`config.mk`:
```
export PLATFORM = sky130hd
export DESIGN_NAME = im_loader_flat
export DESIGN_NICKNAME = d
export VERILOG_FILES = /design/src/rtl/im_loader_if.sv /design/src/rtl/im_loader.sv /design/src/flat_wrapper.sv
export SDC_FILE = /design/constraint.sdc
export NUM_CORES = 1
export LEC_CHECK = 0
export BUFFER_PORTS_ARGS = -buffer_cell sky130_fd_sc_hd__clkbuf_2
export CAP_MARGIN = 15
export CORE_ASPECT_RATIO = 0.8
export CORE_MARGIN = 2
export CORE_UTILIZATION = 63
export CTS_BUF_LIST = sky130_fd_sc_hd__clkbuf_4
export CTS_CLUSTER_DIAMETER = 50
export CTS_CLUSTER_SIZE = 8
export DETAILED_ROUTE_END_ITERATION = 10
export PLACE_DENSITY = 0.87
export SLEW_MARGIN = 20
export SYNTH_ARGS = -nofsm -noshare
export SYNTH_HDL_FRONTEND = slang
export SYNTH_SLANG_ARGS = --single-unit
```
`constraint.sdc`:
```
create_clock -name i_clk -period 6.2 [get_ports i_clk]
set_input_delay 0.31 -clock i_clk [delete_from_list [all_inputs] [get_ports i_clk]]
set_output_delay 0.31 -clock i_clk [all_outputs]
set_load 0.01 [all_outputs]
```
`src/rtl/im_loader_if.sv`:
```
// Program-load bundle between a byte-stream host and the instruction-memory loader.
// The loader sits on the slave side; the host/bench drives the master side.
interface im_loader_if #(
  parameter int unsigned ADDR_W = 10
) ();
  logic              start;
  logic [ADDR_W:0]   load_len;
  logic [7:0]        byte_in;
  logic              byte_valid;
  logic              byte_ready;
  logic              im_we;
  logic [ADDR_W-1:0] im_addr;
  logic [31:0]       im_wdata;
  logic              cpu_rst;
  logic              busy;
  logic              done;
  logic              err;

  modport master (
    output start, load_len, byte_in, byte_valid,
    input  byte_ready, im_we, im_addr, im_wdata, cpu_rst, busy, done, err
  );

  modport slave (
    input  start, load_len, byte_in, byte_valid,
    output byte_ready, im_we, im_addr, im_wdata, cpu_rst, busy, done, err
  );
endinterface

```
`src/rtl/im_loader.sv`:
```
// Streams big-endian bytes into 32-bit instruction-memory writes while holding the CPU in reset.
// Optional trailing XOR checksum byte is compiled in with IM_LOADER_CHECKSUM_EN.
module im_loader #(
  parameter int unsigned ADDR_W = 10
) (
  input logic        i_clk,
  input logic        i_rst,
  im_loader_if.slave io_bus
);

`ifdef IM_LOADER_CHECKSUM_EN
  typedef enum logic [2:0] {StIdle, StLoad, StWrite, StCheck, StDone} state_e;
`else
  typedef enum logic [2:0] {StIdle, StLoad, StWrite, StDone} state_e;
`endif

  localparam logic [ADDR_W:0] MaxLen = {1'b1, {ADDR_W{1'b0}}};

  state_e            r_state;
  logic [ADDR_W:0]   r_len;
  logic [ADDR_W:0]   r_word_cnt;
  logic [1:0]        r_byte_cnt;
  logic [23:0]       r_shift;
  logic              r_byte_ready;
  logic              r_im_we;
  logic [ADDR_W-1:0] r_im_addr;
  logic [31:0]       r_im_wdata;
  logic              r_cpu_rst;
  logic              r_busy;
  logic              r_done;
  logic              r_err;
`ifdef IM_LOADER_CHECKSUM_EN
  logic [7:0]        r_xor;
`endif

  logic              w_accept;
  logic [ADDR_W:0]   w_word_next;

  assign w_accept    = io_bus.byte_valid & r_byte_ready;
  assign w_word_next = r_word_cnt + (ADDR_W+1)'(1);

  always_ff @(posedge i_clk) begin
    if (!i_rst) begin
      r_state      <= StIdle;
      r_len        <= '0;
      r_word_cnt   <= '0;
      r_byte_cnt   <= '0;
      r_shift      <= '0;
      r_byte_ready <= 1'b0;
      r_im_we      <= 1'b0;
      r_im_addr    <= '0;
      r_im_wdata   <= '0;
      r_cpu_rst    <= 1'b1;
      r_busy       <= 1'b0;
      r_done       <= 1'b0;
      r_err        <= 1'b0;
`ifdef IM_LOADER_CHECKSUM_EN
      r_xor        <= '0;
`endif
    end else begin
      r_im_we <= 1'b0;
      r_done  <= 1'b0;
      unique case (r_state)
        StIdle: begin
          if (io_bus.start) begin
            r_len      <= io_bus.load_len;
            r_err      <= 1'b0;
            r_word_cnt <= '0;
            r_byte_cnt <= '0;
            r_cpu_rst  <= 1'b1;
`ifdef IM_LOADER_CHECKSUM_EN
            r_xor      <= '0;
`endif
            if (io_bus.load_len > MaxLen) begin
              // Oversize request is rejected without leaving IDLE.
              r_err <= 1'b1;
            end else if (io_bus.load_len == '0) begin
              r_busy <= 1'b1;
`ifdef IM_LOADER_CHECKSUM_EN
              r_state      <= StCheck;
              r_byte_ready <= 1'b1;
`else
              r_state   <= StDone;
              r_done    <= 1'b1;
              r_cpu_rst <= 1'b0;
`endif
            end else begin
              r_state      <= StLoad;
              r_byte_ready <= 1'b1;
              r_busy       <= 1'b1;
            end
          end
        end

        StLoad: begin
          if (w_accept) begin
            r_shift    <= {r_shift[15:0], io_bus.byte_in};
            r_byte_cnt <= r_byte_cnt + 2'd1;
`ifdef IM_LOADER_CHECKSUM_EN
            r_xor      <= r_xor ^ io_bus.byte_in;
`endif
            if (r_byte_cnt == 2'd3) begin
              r_state      <= StWrite;
              r_byte_ready <= 1'b0;
              r_im_we      <= 1'b1;
              r_im_addr    <= r_word_cnt[ADDR_W-1:0];
              r_im_wdata   <= {r_shift, io_bus.byte_in};
            end
          end
        end

        StWrite: begin
          r_word_cnt <= w_word_next;
          if (w_word_next == r_len) begin
`ifdef IM_LOADER_CHECKSUM_EN
            r_state      <= StCheck;
            r_byte_ready <= 1'b1;
`else
            r_state   <= StDone;
            r_done    <= 1'b1;
            r_cpu_rst <= 1'b0;
`endif
          end else begin
            r_state      <= StLoad;
            r_byte_ready <= 1'b1;
          end
        end

`ifdef IM_LOADER_CHECKSUM_EN
        StCheck: begin
          if (w_accept) begin
            r_byte_ready <= 1'b0;
            if (io_bus.byte_in == r_xor) begin
              r_state   <= StDone;
              r_done    <= 1'b1;
              r_cpu_rst <= 1'b0;
            end else begin
              r_state <= StIdle;
              r_err   <= 1'b1;
              r_busy  <= 1'b0;
            end
          end
        end
`endif

        StDone: begin
          r_state <= StIdle;
          r_busy  <= 1'b0;
        end

        default: begin
          r_state      <= StIdle;
          r_byte_ready <= 1'b0;
          r_busy       <= 1'b0;
        end
      endcase
    end
  end

  assign io_bus.byte_ready = r_byte_ready;
  assign io_bus.im_we      = r_im_we;
  assign io_bus.im_addr    = r_im_addr;
  assign io_bus.im_wdata   = r_im_wdata;
  assign io_bus.cpu_rst    = r_cpu_rst;
  assign io_bus.busy       = r_busy;
  assign io_bus.done       = r_done;
  assign io_bus.err        = r_err;

endmodule

```
`src/flat_wrapper.sv`:
```
// flat-port wrapper written by rule: the top's interface ports become plain ports
module im_loader_flat 
#(
  parameter int unsigned ADDR_W = 10
)
  (i_clk, i_rst, io_bus_start, io_bus_load_len, io_bus_byte_in, io_bus_byte_valid, io_bus_byte_ready, io_bus_im_we, io_bus_im_addr, io_bus_im_wdata, io_bus_cpu_rst, io_bus_busy, io_bus_done, io_bus_err);
  im_loader_if #(.ADDR_W(ADDR_W)) io_bus_i ();
  input logic i_clk;
  input logic i_rst;
  input wire logic [$bits(io_bus_i.start)-1:0] io_bus_start;
  input wire logic [$bits(io_bus_i.load_len)-1:0] io_bus_load_len;
  input wire logic [$bits(io_bus_i.byte_in)-1:0] io_bus_byte_in;
  input wire logic [$bits(io_bus_i.byte_valid)-1:0] io_bus_byte_valid;
  output wire logic [$bits(io_bus_i.byte_ready)-1:0] io_bus_byte_ready;
  output wire logic [$bits(io_bus_i.im_we)-1:0] io_bus_im_we;
  output wire logic [$bits(io_bus_i.im_addr)-1:0] io_bus_im_addr;
  output wire logic [$bits(io_bus_i.im_wdata)-1:0] io_bus_im_wdata;
  output wire logic [$bits(io_bus_i.cpu_rst)-1:0] io_bus_cpu_rst;
  output wire logic [$bits(io_bus_i.busy)-1:0] io_bus_busy;
  output wire logic [$bits(io_bus_i.done)-1:0] io_bus_done;
  output wire logic [$bits(io_bus_i.err)-1:0] io_bus_err;
  assign io_bus_i.start = io_bus_start;
  assign io_bus_i.load_len = io_bus_load_len;
  assign io_bus_i.byte_in = io_bus_byte_in;
  assign io_bus_i.byte_valid = io_bus_byte_valid;
  assign io_bus_byte_ready = io_bus_i.byte_ready;
  assign io_bus_im_we = io_bus_i.im_we;
  assign io_bus_im_addr = io_bus_i.im_addr;
  assign io_bus_im_wdata = io_bus_i.im_wdata;
  assign io_bus_cpu_rst = io_bus_i.cpu_rst;
  assign io_bus_busy = io_bus_i.busy;
  assign io_bus_done = io_bus_i.done;
  assign io_bus_err = io_bus_i.err;
  im_loader #(.ADDR_W(ADDR_W)) u_core (.i_clk(i_clk), .i_rst(i_rst), .io_bus(io_bus_i));
endmodule
```
==> impl_metrics.csv <==
group,metric,value,unit
run_status,status,"finished, final reports clean",
setup_path,start_kind,"flop",
finish,n_fill_cell,575,
hold_path,hp-start,"io_bus_load_len[2]",
finish,area_growth,10.1,%
global_route,grt_pass1_wl,15.8,mm
clocking,path_clk_slew,160,ps
die,fp.dieW,97.5,um
sta,report.final.hold_viol_count,0,
finish,antenna_cells,0,
logic_synthesis,avgSynthCellArea,8.26,um2
clocking,hold_buffers,0,
global_route,grt_pass1_vias,3381,
sta,fin_skew,12.5,ps
sta,fin_crit,2990,ps
setup_path,cpPeakStageDelay,880,ps
logic_synthesis,yosysSeqAreaShare,0.445,
pwr,combPwrFrac,0.217,
routing,via_per_inst,5.60,
flow_run,cap_violations,0,
routing,dr.pass1.iters,5,
setup_path,crit_family,"simple AND/OR/NAND/NOR gates",
global_route,grt-ovfl-total,0,
logic_synthesis,ys_types,51,
setup_path,cp.required,6580,ps
die,dieHeight,78.8,um
logic_synthesis,async_reset_ff_frac,0,
pwr,swShare,0.334,
global_route,grt_max_degree,101,
routing,routed-via-count,3748,
placed_design,port_buffers,70,
placed_design,hpwl,6.63,mm
clocking,root_buffer,"clkbuf_4",
sta,rsz0062_at_grt,"false",
logic_synthesis,yosys_most_used_dff,"dfxtp_1",
setup_path,crit_arrival,3370,ps
clocking,numCtsBuffers,9,
finish,drive_above_1_share,0.168,
logic_synthesis,syn_area,4400,um2
logic_synthesis,postSynthCellCount,533,
pwr,seq_power_share,0.536,
finish,nets,606,
die,core-area,6820,um2
die,num_io_pins,71,
placed_design,dpl_cell_area,4720,um2
logic_synthesis,postSynthRegisterBits,98,
clocking,post_cts_resized,0,
die,dieArea,7680,um2
pwr,vdd_drop_max,0.204,mV
pwr,power,1.28,mW
clocking,cts.sinks,98,
global_route,grt_usage,0.249,
pwr,p_int,855,uW
sta,max_slew_margin,0.334,
pwr,leakage,1.83,nW
clocking,clock_latency,450,ps
routing,ant_nets,0,
routing,drt_wl_total,9.41,mm
setup_path,crit_type,"reg -> reg",
setup_path,cp_cell_sequence,"inv_1, ha_1, and3_1, and2_1, buf_4, nand2_1, a21boi_0",
routing,routedWlPerCell,14.1,um
logic_synthesis,synth_edf_count,0,
sta,finalSetupViolCount,0,
sta,totalNegativeSetupSlack,0,ps
hold_path,hold_path.class,"in -> reg",
routing,dr.first_iter.drc_count,223,
die,initial_core_util,0.645,
setup_path,slowest_stage,"and3_1",
sta,timing.final.crit_share,0.483,
sta,final_max_slew_viol_count,0,
setup_path,startpoint,"u_core.r_state[1]$_SDFFE_PN0P_",
placed_design,gp_congestion,0.838,
routing,drcViolationCount,0,
setup_path,crit_buf_inv,2,
clocking,tritoncts,"built",
setup_path,cp_max_fo,30,
pwr,switchingPower,429,uW
pwr,clkPwrFrac,0.247,
pwr,power_density,265,nW/um2
clocking,cts_setup_buffers,0,
sta,tightest_slew,1000,ps
finish,utilization,0.710,
finish,fin_area,4850,um2
die,std_cell_rows,27,
logic_synthesis,yosys_warnings,0,
clocking,cts_buffer_depth,2,
setup_path,crit_path_end_kind,"flop",
logic_synthesis,syn_nets,562,
sta,fmax,334,MHz
global_route,antenna_found_initial,0,
clocking,cts_max_level,3,
setup_path,rr_startpoint,"u_core.r_state[1]$_SDFFE_PN0P_",
==> sequential cells by signal (all words and copies together) (netlist names) <==
register / flops
u_core.io_bus.err: 1
u_core.r_len: 11
u_core.io_bus.done: 1
u_core.io_bus.byte_ready: 1
u_core.io_bus.im_wdata: 32
u_core.r_state: 2
u_core.io_bus.busy: 1
u_core.io_bus.im_we: 1
u_core.io_bus.im_addr: 10
u_core.r_byte_cnt: 2
u_core.r_word_cnt: 11
u_core.r_shift: 24
u_core.io_bus.cpu_rst: 1
==> per-stage QoR <==
step	hold WS (ps)	cells	setup WS, ps
6_report	84.1	669	3210
5_1_grt	80.9	669	2980
4_1_cts	83.6	669	3240
3_5_place_dp	457	653	3290
3_3_place_gp	453	653	3520
2_1_floorplan	441	533	4220
==> worst paths after layout <==
path              slack (ps)  cells after the start                                 endpoint
hold reg to reg          470                      2   u_core.io_bus.im_wdata[5]$_SDFFE_PN0P_
hold / removal            80                      3             u_core.r_len[2]$_SDFFE_PN0P_
setup reg to reg        3210                      7  u_core.io_bus.im_wdata[21]$_SDFFE_PN0P_
setup / recovery        3210                      7  u_core.io_bus.im_wdata[21]$_SDFFE_PN0P_
==> routing by layer <==
layer / GRT usage / up-vias / part of all wire
met5: 0 / - / 0
met4: 0.0722 / 0 / 0.013
met3: 0.0546 / 12 / 0.056
met2: 0.396 / 109 / 0.45
met1: 0.345 / 1746 / 0.48
li1: - / 1881 / -
==> cell families (layout without fill, tap and decap cells) <==
logic type,count (synthesis),in the layout,share of synthesized area
AOI/OAI and AO/OA,125,125,0.217
DFF,98,98,0.445
and+or+nand+nor,239,239,0.238
muxes,7,7,0.0159
xor gates and xnor gates,12,12,0.0239
adders and majority gates,6,6,0.0170
buffers and inverters,46,95,0.0426
==> tightest hold or removal path: stages <==
cell,delay [ps]
clkbuf_2,80
nand2_1,40
a21boi_0,60
==> power groups by stage <==
stage	clock network (mW)	registers [mW]	logic (mW)
floorplan	0	0.697	0.214
global placement	0	0.698	0.264
detailed placement	0	0.700	0.276
CTS	0.322	0.687	0.278
global route	0.344	0.691	0.312
finish	0.317	0.688	0.279
==> layout make-up <==
class                      count  area, um2  share of cell area
multi-input combinational    389       2250               0.465
sequential                    98       1960               0.405
timing repair buffer          73        373              0.0769
tap                           87        109              0.0225
clock buffer                   9       67.6              0.0139
clock inverter                 7       58.8              0.0121
inverter                       6       22.5             0.00465
==> cells in the final DEF, fill, tap and decap left out, types with 2 or more instances in the layout <==
cell	Yosys	layout
o21ai_0	6	5
clkbuf_2	2	70
ha_1	6	6
nor3b_1	2	2
and3_1	4	4
nor2b_1	13	13
clkbuf_4	0	9
a31oi_1	2	2
a22oi_1	4	4
nand2b_1	2	2
a21boi_0	78	78
nand3b_1	2	2
and2_1	4	4
o31ai_1	2	2
nand4_1	3	3
and4_1	2	2
xnor2_1	6	6
dfxtp_1	98	98
nand3_1	7	7
o22ai_1	3	3
nand2_1	171	171
nor3_1	13	13
inv_1	6	6
a21o_1	6	6
xor2_1	6	6
buf_4	2	3
a21oi_1	8	8
a2bb2oi_1	2	2
mux2i_1	7	7
nor2_1	11	11
inv_6	0	3
==> synthesized netlist by cell type, types with 2 or more instances <==
library cell    n  area share
a2bb2oi_1       2      0.0040
nand2_1       171        0.15
clkbuf_1       31       0.026
a22oi_1         4      0.0068
buf_2           4      0.0045
nor3b_1         2      0.0034
clkbuf_2        2      0.0023
buf_4           2      0.0034
and2_1          4      0.0057
nand4_1         3      0.0043
nand3b_1        2      0.0034
xor2_1          6       0.012
o21ai_0         6      0.0068
nor3_1         13       0.015
and3_1          4      0.0057
ha_1            6       0.017
xnor2_1         6       0.012
nand2b_1        2      0.0028
a21oi_1         8      0.0091
nand3_1         7      0.0080
a21boi_0       78        0.13
inv_1           6      0.0051
nor2_1         11      0.0094
a21o_1          6       0.010
mux2i_1         7       0.016
and4_1          2      0.0040
o31ai_1         2      0.0034
o22ai_1         3      0.0043
dfxtp_1        98        0.45
nor2b_1        13       0.018
a31oi_1         2      0.0028
Power figures use the tool's default switching activity.
